==> src/rtl/exa_crosb_pkg.sv <==
// ---------------------------------------------------------------------------
// exa_crosb_pkg
// Shared definitions for the crossbar output arbiter slice.
//   arb_state_t       : arbiter FSM state (IDLE waiting for requests, LOCK
//                       holding the mux for one packet)
//   DEFAULT_INPUT_NUM : default number of requesting inputs
//   clog2             : select width for a given input count (minimum 1)
// ---------------------------------------------------------------------------
package exa_crosb_pkg;

  localparam int DEFAULT_INPUT_NUM = 16;

  typedef enum logic [0:0] {
    IDLE = 1'b0,
    LOCK = 1'b1
  } arb_state_t;

  // Ceiling log2, never below 1 so a select port always has at least one bit.
  function automatic int clog2(input int value);
    int result;
    result = 1;
    while ((1 << result) < value) begin
      result = result + 1;
    end
    return result;
  endfunction

endpackage

==> src/rtl/exa_rr_pick.sv <==
// ---------------------------------------------------------------------------
// exa_rr_pick
// Combinational rotate-priority encoder. Returns the first set request bit
// scanning upward from i_ptr+1, wrapping modulo input_num.
// Ports:
//   i_req   [input_num]  request vector
//   i_ptr   [sel_width]  last winner (search starts one above it)
//   o_idx   [sel_width]  index of the selected request (0 when none)
//   o_found [1]          at least one request bit was set
// ---------------------------------------------------------------------------
module exa_rr_pick
  import exa_crosb_pkg::*;
#(
  parameter int input_num = DEFAULT_INPUT_NUM,
  parameter int sel_width = clog2(input_num)
) (
  input  logic [input_num-1:0] i_req,
  input  logic [sel_width-1:0] i_ptr,
  output logic [sel_width-1:0] o_idx,
  output logic                 o_found
);

  // Walk the offsets from farthest to nearest so the nearest set bit after
  // the pointer overwrites any earlier candidate and ends up as the result.
  always_comb begin
    int j;
    logic [sel_width-1:0] w_cand;
    j       = 0;
    w_cand  = '0;
    o_idx   = '0;
    o_found = 1'b0;
    for (int k = input_num; k >= 1; k--) begin
      j = int'(i_ptr) + k;
      if (j >= input_num) begin
        j = j - input_num;
      end
      w_cand = sel_width'(j);
      if (i_req[w_cand]) begin
        o_found = 1'b1;
        o_idx   = w_cand;
      end
    end
  end

endmodule

==> src/rtl/exa_crosb_out_arbiter.sv <==
// ---------------------------------------------------------------------------
// exa_crosb_out_arbiter
// Per-output-port packet arbiter for the crossbar. Picks a requesting input
// round-robin, drives the shared mux select and holds it for a whole packet,
// releasing only when the beat flagged last is accepted downstream.
// Ports:
//   clk          clock
//   reset        asynchronous reset, active-high
//   REQ_i        [input_num] per-input head-of-line request for this output
//   MUX_VALID_i  valid of the beat on the mux output
//   MUX_LAST_i   last flag of the beat on the mux output
//   OUT_READY_i  downstream accepts a beat this cycle
//   SEL_o        [sel_width] registered mux select
//   GRANT_o      [input_num] registered one-hot clear-to-send
//   BUSY_o       a packet is locked through the mux
//   PKT_CNT_o    [cnt_width] completed packet count, wraps
//   PRIO_i       [input_num] high-priority flags   (EXA_ARB_PRIO_EN only)
//   PRIO_o       priority of the granted input     (EXA_ARB_PRIO_EN only)
// Build option: define EXA_ARB_PRIO_EN to add priority-first arbitration.
// ---------------------------------------------------------------------------
module exa_crosb_out_arbiter
  import exa_crosb_pkg::*;
#(
  parameter int input_num = DEFAULT_INPUT_NUM,
  parameter int sel_width = clog2(input_num),
  parameter int cnt_width = 32
) (
  input  logic                 clk,
  input  logic                 reset,
  input  logic [input_num-1:0] REQ_i,
  input  logic                 MUX_VALID_i,
  input  logic                 MUX_LAST_i,
  input  logic                 OUT_READY_i,
`ifdef EXA_ARB_PRIO_EN
  input  logic [input_num-1:0] PRIO_i,
  output logic                 PRIO_o,
`endif
  output logic [sel_width-1:0] SEL_o,
  output logic [input_num-1:0] GRANT_o,
  output logic                 BUSY_o,
  output logic [cnt_width-1:0] PKT_CNT_o
);

  arb_state_t           r_state;
  logic [sel_width-1:0] r_sel;
  logic [sel_width-1:0] r_rrPtr;
  logic [input_num-1:0] r_grant;
  logic                 r_busy;
  logic [cnt_width-1:0] r_pktCnt;

  logic [sel_width-1:0] w_winIdx;
  logic                 w_winFound;
  logic [input_num-1:0] w_grantNext;
  logic                 w_release;

`ifdef EXA_ARB_PRIO_EN
  logic                 r_prio;
  logic [input_num-1:0] w_hiReq;
  logic [sel_width-1:0] w_hiIdx;
  logic                 w_hiFound;
  logic [sel_width-1:0] w_allIdx;
  logic                 w_allFound;

  assign w_hiReq = REQ_i & PRIO_i;

  exa_rr_pick #(
    .input_num (input_num),
    .sel_width (sel_width)
  ) u_pickHi (
    .i_req   (w_hiReq),
    .i_ptr   (r_rrPtr),
    .o_idx   (w_hiIdx),
    .o_found (w_hiFound)
  );

  exa_rr_pick #(
    .input_num (input_num),
    .sel_width (sel_width)
  ) u_pickAll (
    .i_req   (REQ_i),
    .i_ptr   (r_rrPtr),
    .o_idx   (w_allIdx),
    .o_found (w_allFound)
  );

  // Any high-priority hit is also a plain request hit, so the plain found
  // flag alone tells whether a grant happens at all.
  assign w_winIdx   = w_hiFound ? w_hiIdx : w_allIdx;
  assign w_winFound = w_allFound;
  assign PRIO_o     = r_prio;
`else
  exa_rr_pick #(
    .input_num (input_num),
    .sel_width (sel_width)
  ) u_pick (
    .i_req   (REQ_i),
    .i_ptr   (r_rrPtr),
    .o_idx   (w_winIdx),
    .o_found (w_winFound)
  );
`endif

  assign w_grantNext = {{(input_num-1){1'b0}}, 1'b1} << w_winIdx;

  // A last flag only counts when the beat is actually handed downstream.
  assign w_release = MUX_VALID_i & OUT_READY_i & MUX_LAST_i;

  // IDLE registers a new winner; LOCK freezes select and grant until the
  // last beat goes out, then drops back to IDLE for a one-cycle bubble so
  // the pointer update is visible before the next pick.
  always_ff @(posedge clk or posedge reset) begin
    if (reset) begin
      r_state  <= IDLE;
      r_sel    <= '0;
      r_rrPtr  <= sel_width'(input_num - 1);
      r_grant  <= '0;
      r_busy   <= 1'b0;
      r_pktCnt <= '0;
`ifdef EXA_ARB_PRIO_EN
      r_prio   <= 1'b0;
`endif
    end else begin
      case (r_state)
        IDLE: begin
          if (w_winFound) begin
            r_state <= LOCK;
            r_sel   <= w_winIdx;
            r_grant <= w_grantNext;
            r_busy  <= 1'b1;
`ifdef EXA_ARB_PRIO_EN
            r_prio  <= PRIO_i[w_winIdx];
`endif
          end else begin
            r_grant <= '0;
            r_busy  <= 1'b0;
          end
        end
        LOCK: begin
          if (w_release) begin
            r_state  <= IDLE;
            r_grant  <= '0;
            r_busy   <= 1'b0;
            r_rrPtr  <= r_sel;
            r_pktCnt <= r_pktCnt + cnt_width'(1);
`ifdef EXA_ARB_PRIO_EN
            r_prio   <= 1'b0;
`endif
          end
        end
        default: begin
          r_state <= IDLE;
          r_grant <= '0;
          r_busy  <= 1'b0;
        end
      endcase
    end
  end

  assign SEL_o     = r_sel;
  assign GRANT_o   = r_grant;
  assign BUSY_o    = r_busy;
  assign PKT_CNT_o = r_pktCnt;

endmodule

==> config.mk <==
export PLATFORM = sky130hd
export DESIGN_NAME = exa_crosb_out_arbiter
export DESIGN_NICKNAME = d
export VERILOG_FILES = /design/src/rtl/exa_crosb_pkg.sv /design/src/rtl/exa_rr_pick.sv /design/src/rtl/exa_crosb_out_arbiter.sv
export SDC_FILE = /design/constraint.sdc
export NUM_CORES = 1
export LEC_CHECK = 0
export ABC_AREA = 1
export BUFFER_PORTS_ARGS = -buffer_cell sky130_fd_sc_hd__buf_2
export CORE_ASPECT_RATIO = 1.75
export CORE_MARGIN = 2
export CORE_UTILIZATION = 50
export CTS_CLUSTER_DIAMETER = 40
export DETAILED_ROUTE_END_ITERATION = 8
export PLACE_DENSITY = 0.81
export SYNTH_ARGS = -nofsm -noshare
export SYNTH_HDL_FRONTEND = slang
export SYNTH_HIERARCHICAL = 1
export SYNTH_SLANG_ARGS = --single-unit
export TNS_END_PERCENT = 30
==> constraint.sdc <==
create_clock -name clk -period 3.1 [get_ports clk]
set_input_delay 0.62 -clock clk [delete_from_list [all_inputs] [get_ports clk]]
set_output_delay 0.62 -clock clk [all_outputs]
set_load 0.01 [all_outputs]
After elaboration in Yosys (flattened, before gate mapping)

Cells that the tools add are included.

$add $sub $neg: 33
Mux-type cells: 88
Reductions and logical operators: 2
Div/mod/pow operators: 0
Bitwise logic cells: 3
Equality and inequality tests: 1
$mul: 0
Shift-type cells: 1
Magnitude comparators: 32

Operator list:

| operator                                                                     | count |
|---|---|
| 4-bit 2-to-1 mux                                                             | 32 |
| 4-bit by 5-bit less-than comparator with 1-bit output, second input constant | 16 |
| 5-bit >= comparator, second input constant                                   | 15 |
| 1-bit binary-select mux with 4-bit select                                    | 16 |
| 4-bit by 1-bit subtractor with 4-bit output, second input constant           | 16 |
| 4-bit by 4-bit adder with 5-bit output, second input constant                | 8 |
| 1-bit 2-to-1 mux                                                             | 35 |
| 32-bit by 1-bit adder with 32-bit output, second input constant              | 1 |
| 16-bit 2-to-1 mux                                                            | 2 |
| 16-bit case mux with 2 select lines                                          | 1 |
| 4-bit by 3-bit adder with 5-bit output, second input constant                | 4 |
| 1-bit by 4-bit left shift with 16-bit output, first input constant           | 1 |
| 4-bit by 2-bit adder with 5-bit output, second input constant                | 2 |
| 4-bit by 5-bit adder with 6-bit output, second input constant                | 1 |
| 6-bit by 5-bit >= comparator with 1-bit output, second input constant        | 1 |
| 4-bit by 1-bit adder with 5-bit output, second input constant                | 1 |
| 1-bit case mux with 2 select lines                                           | 2 |
| 2-bit AND reduction                                                          | 2 |
| 1-bit bitwise AND                                                            | 2 |
| 2-bit by 1-bit inequality test with 1-bit output, second input constant      | 1 |
| 1-bit inverter                                                               | 1 |

Bits in read-only memories: 0
Memory bits (writable): 0
Logic and storage cells: 166
Output and inout bits: 53
Input port bits: 21
Memories kept: 0
Register bits after elaboration: 58
Bits in latches: 0

Logic depth before layout (Yosys ltp)

Word-level depth: 24
Gate-level depth with buffers: 32
Gate-level depth less buffers: 31

Modules after synthesis

The synthesis kept the hierarchy.

By module, submodules not included:

| module                | sequential area each (µm²) | instances | area an instance (µm²) | cells each |
|---|---|---|---|---|
| exa_crosb_out_arbiter | 1456.4                     | 1         | 2904.0                 | 351 |
| exa_rr_pick           | 0.0                        | 1         | 1795.5                 | 351 |

Least setup slack after synthesis

Ideal clock, no wire load.

Path kind: register to register
From: register r_rrPtr[1]
To: register r_grant[2] (netlist: GRANT_o[2])
Cell stages (with the launch flop): 30
Required time: 3.034 ns
Data arrival time: 3.257 ns
Buffers on the path: 2
Slack: -0.224 ns
Cell sequence: dfstp_2 > inv_2 > buf_2 > ha_1 > inv_1 > buf_2 > nand3_1 > nand3_1 > nand2_1 > nand2_1 > nand2_4 > clkinv_2 > nand4_1 > nand3_1 > nand2_1 > nand2_1 > nand2_1 > nand2_1 > nand2_1 > nand2_1 > nand2_1 > nand2_1 > nand2_1 > nand2_1 > nand2_1 > a21oi_1 > inv_1 > nor3_1 > nand3_1 > nand2_1

Cells in the longest elaborated chain, start to end: 24

Ends and longest elaborated chain:

| item                                                                                                                 | line                                 | text |
|---|---|---|
| from (decl)                                                                                                          | exa_crosb_out_arbiter.sv:46          | `logic [sel_width-1:0] r_rrPtr;` |
| from (signal assigned)                                                                                               | exa_crosb_out_arbiter.sv:115         | `r_rrPtr <= sel_width'(input_num - 1);` |
| from (signal assigned)                                                                                               | exa_crosb_out_arbiter.sv:143         | `r_rrPtr <= r_sel;` |
| 4-bit by 5-bit adder with 6-bit output                                                                               | exa_rr_pick.sv:33                    | `j = int'(i_ptr) + k;` |
| 6-bit by 5-bit >= comparator with 1-bit output / 4-bit by 1-bit subtractor with 4-bit output (equally long branches) | exa_rr_pick.sv:34, exa_rr_pick.sv:35 |  |
| 4-bit 2-to-1 mux                                                                                                     | exa_rr_pick.sv:34                    | `if (j >= input_num) begin` |
| 1-bit binary-select mux with 4-bit select                                                                            | exa_rr_pick.sv:38                    | `if (i_req[w_cand]) begin` |
| 1-bit 2-to-1 mux (not written as such)                                                                               | exa_rr_pick.sv:38                    |  |
| 4-bit 2-to-1 mux (15 in series)                                                                                      | exa_rr_pick.sv:38                    |  |
| 4-bit 2-to-1 mux (*)                                                                                                 | exa_rr_pick.sv:38                    |  |
| net w_winIdx[1]                                                                                                      | exa_crosb_out_arbiter.sv:51          | `logic [sel_width-1:0] w_winIdx;` |
| 1-bit by 4-bit left shift with 16-bit output (*)                                                                     | exa_crosb_out_arbiter.sv:103         | `assign w_grantNext = {{(input_num-1){1'b0}}, 1'b1} << w_winIdx;` |
| 16-bit 2-to-1 mux (*)                                                                                                | exa_crosb_out_arbiter.sv:125         | `if (w_winFound) begin` |
| 16-bit case mux with 2 select lines (*)                                                                              | exa_crosb_out_arbiter.sv:123         | `case (r_state)` |
| to (signal assigned)                                                                                                 | exa_crosb_out_arbiter.sv:128         | `r_grant <= w_grantNext;` |
| to (decl)                                                                                                            | exa_crosb_out_arbiter.sv:47          | `logic [input_num-1:0] r_grant;` |

The timed path passes the listed nets; every way through them passes the cells marked *. The select of a mux whose other input is x is not followed.
A chain may end at the register's enable or synchronous reset.

Final worst setup path

From: register r_rrPtr[0]
To: register r_grant[12] (netlist: GRANT_o[12])

Same word-level chain as after synthesis.

==> results.md <==
* Skew final at 0.00660 ns
* Reg2reg start: r_rrPtr[0]
* GRT Total Usage at 30.5%
* Post-synth ARST share at 100%
* Synth Cell Area at 4700 um^2
* First-pass GRT wire length at 24600 um
* Buf/Inv on CP at 5
* # rows at 46
* EDFF count, synth at 0
* Initial drt markers at 357
* Data arrival, critical path at 3.47 ns
* WL/cell at 16.1 um
* CP dominant cell by count: nand2_1
* Die width at 77.3 um
* Post-synth cell types at 44
* Yosys warns at 6
* Failing checks: setup timing
* Post-synth top area share at 28.8%
* Synth Register Bits at 58
* Ratio of cells with drive above 1 in the final layout at 31.5%
* Worst path max stage delay at 0.55 ns
* CP delay by family, top: simple AND/OR/NAND/NOR gates
* Worst Path Max Fanout at 6
* Slowest CP cell: dfstp_2
* Routed WL at 15300 um
* Io pins at 74
* Status: finished with violations
* # port buffers at 73
* Remaining global-route overflow at 0
* Slew @ Worst Pin at 0.708 ns
* Max_cap viols at 0
* Final Hold Violating Endpoints at 0
* DIE HEIGHT at 132 um
* Final period utilization at 105%
* Area delta synth->final at 31.1%
* Initial Util at 51.7%
* Vias at 5370
* RePlAce Congestion at 1.00
* CTS H-tree depth at 3
* Max Root-Sink Buffers at 2
* Hpwl dp at 11300 um
* Final Instance Area at 6160 um^2
* Crit Path Category: reg2reg
* Routed vias/inst at 5.64
* Worst endpoint required time at 3.32 ns
* DIE AREA at 10200 um^2
* Dpl cell area at 5470 um^2
* DRC at 0
* Predominant post-synthesis flop cell: dfrtp_1
* Slew margin rel. at 52.8%
* Syn nets at 731
* Vias in the first global route at 5268
* Post-synth top cells: nand2_1 (262), nand3_1 (93), inv_1 (55)
* Hold_buf cts at 0
* Setup crit end kind: flip-flop
* CP startpoint: r_rrPtr[0]
* F_max at 0.307 GHz
* Worst setup margin at -0.155 ns
* Final setup viols at 16
* Cell taking the most area after synthesis: dfrtp_1
* Slew Viols, Final at 0
* Worst skew pair latency at 0.33 ns
* Post-Syn Instances at 702
* Sequential element share of the synthesized area at 31.0%
* Core region area at 9090 um^2
* Initial antenna violation count at 0
* CTS clk-pin slew, worst paths at 0.05 ns
* Pre-antenna DRT Iters at 5
* CTS root buffer: clkbuf_16
* Antenna diodes at 0
* Critical Path Source Type: flip-flop
* RSZ-0062 raised after global routing: true
* Min Tclk post-route at 3.26 ns
* Post-route ant nets at 0
* TritonCTS clock tree: yes
* Most frequent cell after synthesis: nand2_1
* Fin nets at 856
* Largest net degree at the start of global routing at 40
* Largest cells by area after synthesis: dfrtp_1 (29%), nand2_1 (21%), nand3_1 (9.9%), inv_1 (4.4%), a21oi_1 (3.7%)
* Syn Area/Cell at 6.69 um^2
* Clk sinks at 58
* Worst hold-check path type: in2async
* CTS Buf Count at 9
metrics by stage:
stage	hold slack [ns]	TNS (ns)	utilization, %	worst slack [ns]	std cells
3_3_place_gp	0.477	-0.618	60.2	-0.0720	922
5_1_grt	0.326	-5.38	67.7	-0.350	952
2_1_floorplan	0.469	0	-	0.0797	702
4_1_cts	0.284	-0.291	66.6	-0.0547	950
3_5_place_dp	0.491	-1.66	60.2	-0.165	922
6_report	0.273	-1.65	67.7	-0.155	952
cells by family after synthesis:
kind of cell	after synthesis	share of synthesized area, %
adders and majority gates	8	2.13
buffers and inverters	82	8.15
xor gates and xnor gates	19	4.02
DFF	58	31.0
AOI/OAI and AO/OA	63	7.56
and+or+nand+nor	472	47.2
final cells by class:
cell class	instances	area, um^2
multi-input combinational	562	3150
timing repair buffer	130	840
inverter	66	264
clock inverter	1	7.51
sequential	58	1460
fill	753	2930
clock buffer	15	288
tap	120	150
final timing paths:
kind | to | slack [ns] | depth (start not counted)
max | GRANT_o[12] | -0.16 | 25
min | GRANT_o[5] | 0.27 | 2
max reg2reg | GRANT_o[12] | -0.16 | 25
min reg2reg | BUSY_o | 0.50 | 2
max in group asynchronous | r_rrPtr[1] | 1.97 | 3
min in group clk | BUSY_o | 0.50 | 2
routing by layer:
metal / part of all wire (%) / global-route usage [%]
met5: 0 / 0
met4: 7.7 / 25.4
met3: 5.4 / 3.63
met2: 53 / 54.9
met1: 34 / 30.4
sequential cells by signal (all words and copies together) (netlist names):
| register | cells |
|---|---|
| BUSY_o | 1 |
| GRANT_o | 16 |
| PKT_CNT_o | 32 |
| SEL_o | 4 |
| r_rrPtr | 4 |
| r_state | 1 |
layout by cell type, fill, tap and decap left out, types with 6 or more instances in the layout:
cell type,count
nand2_1,249
dfrtp_1,54
buf_2,73
inv_2,12
nand3_2,20
xor2_1,7
nand3b_1,14
nor2_1,38
nand3_1,80
clkbuf_16,9
nor2_4,6
buf_4,48
buf_6,7
o21ai_1,9
nand2_4,11
a21oi_1,32
xnor2_1,8
nand2_2,25
nand4_1,6
inv_1,48
what timing repair did:
action	CTS	global route
endpoints found under the setup margin	18	20
pin swaps	22	15
buffers inserted	12	2
resized for setup	54	23
gates cloned	0	0
Power is not shown: default switching activity piles up to over one toggle a cycle in this logic, so the estimate is an artifact.
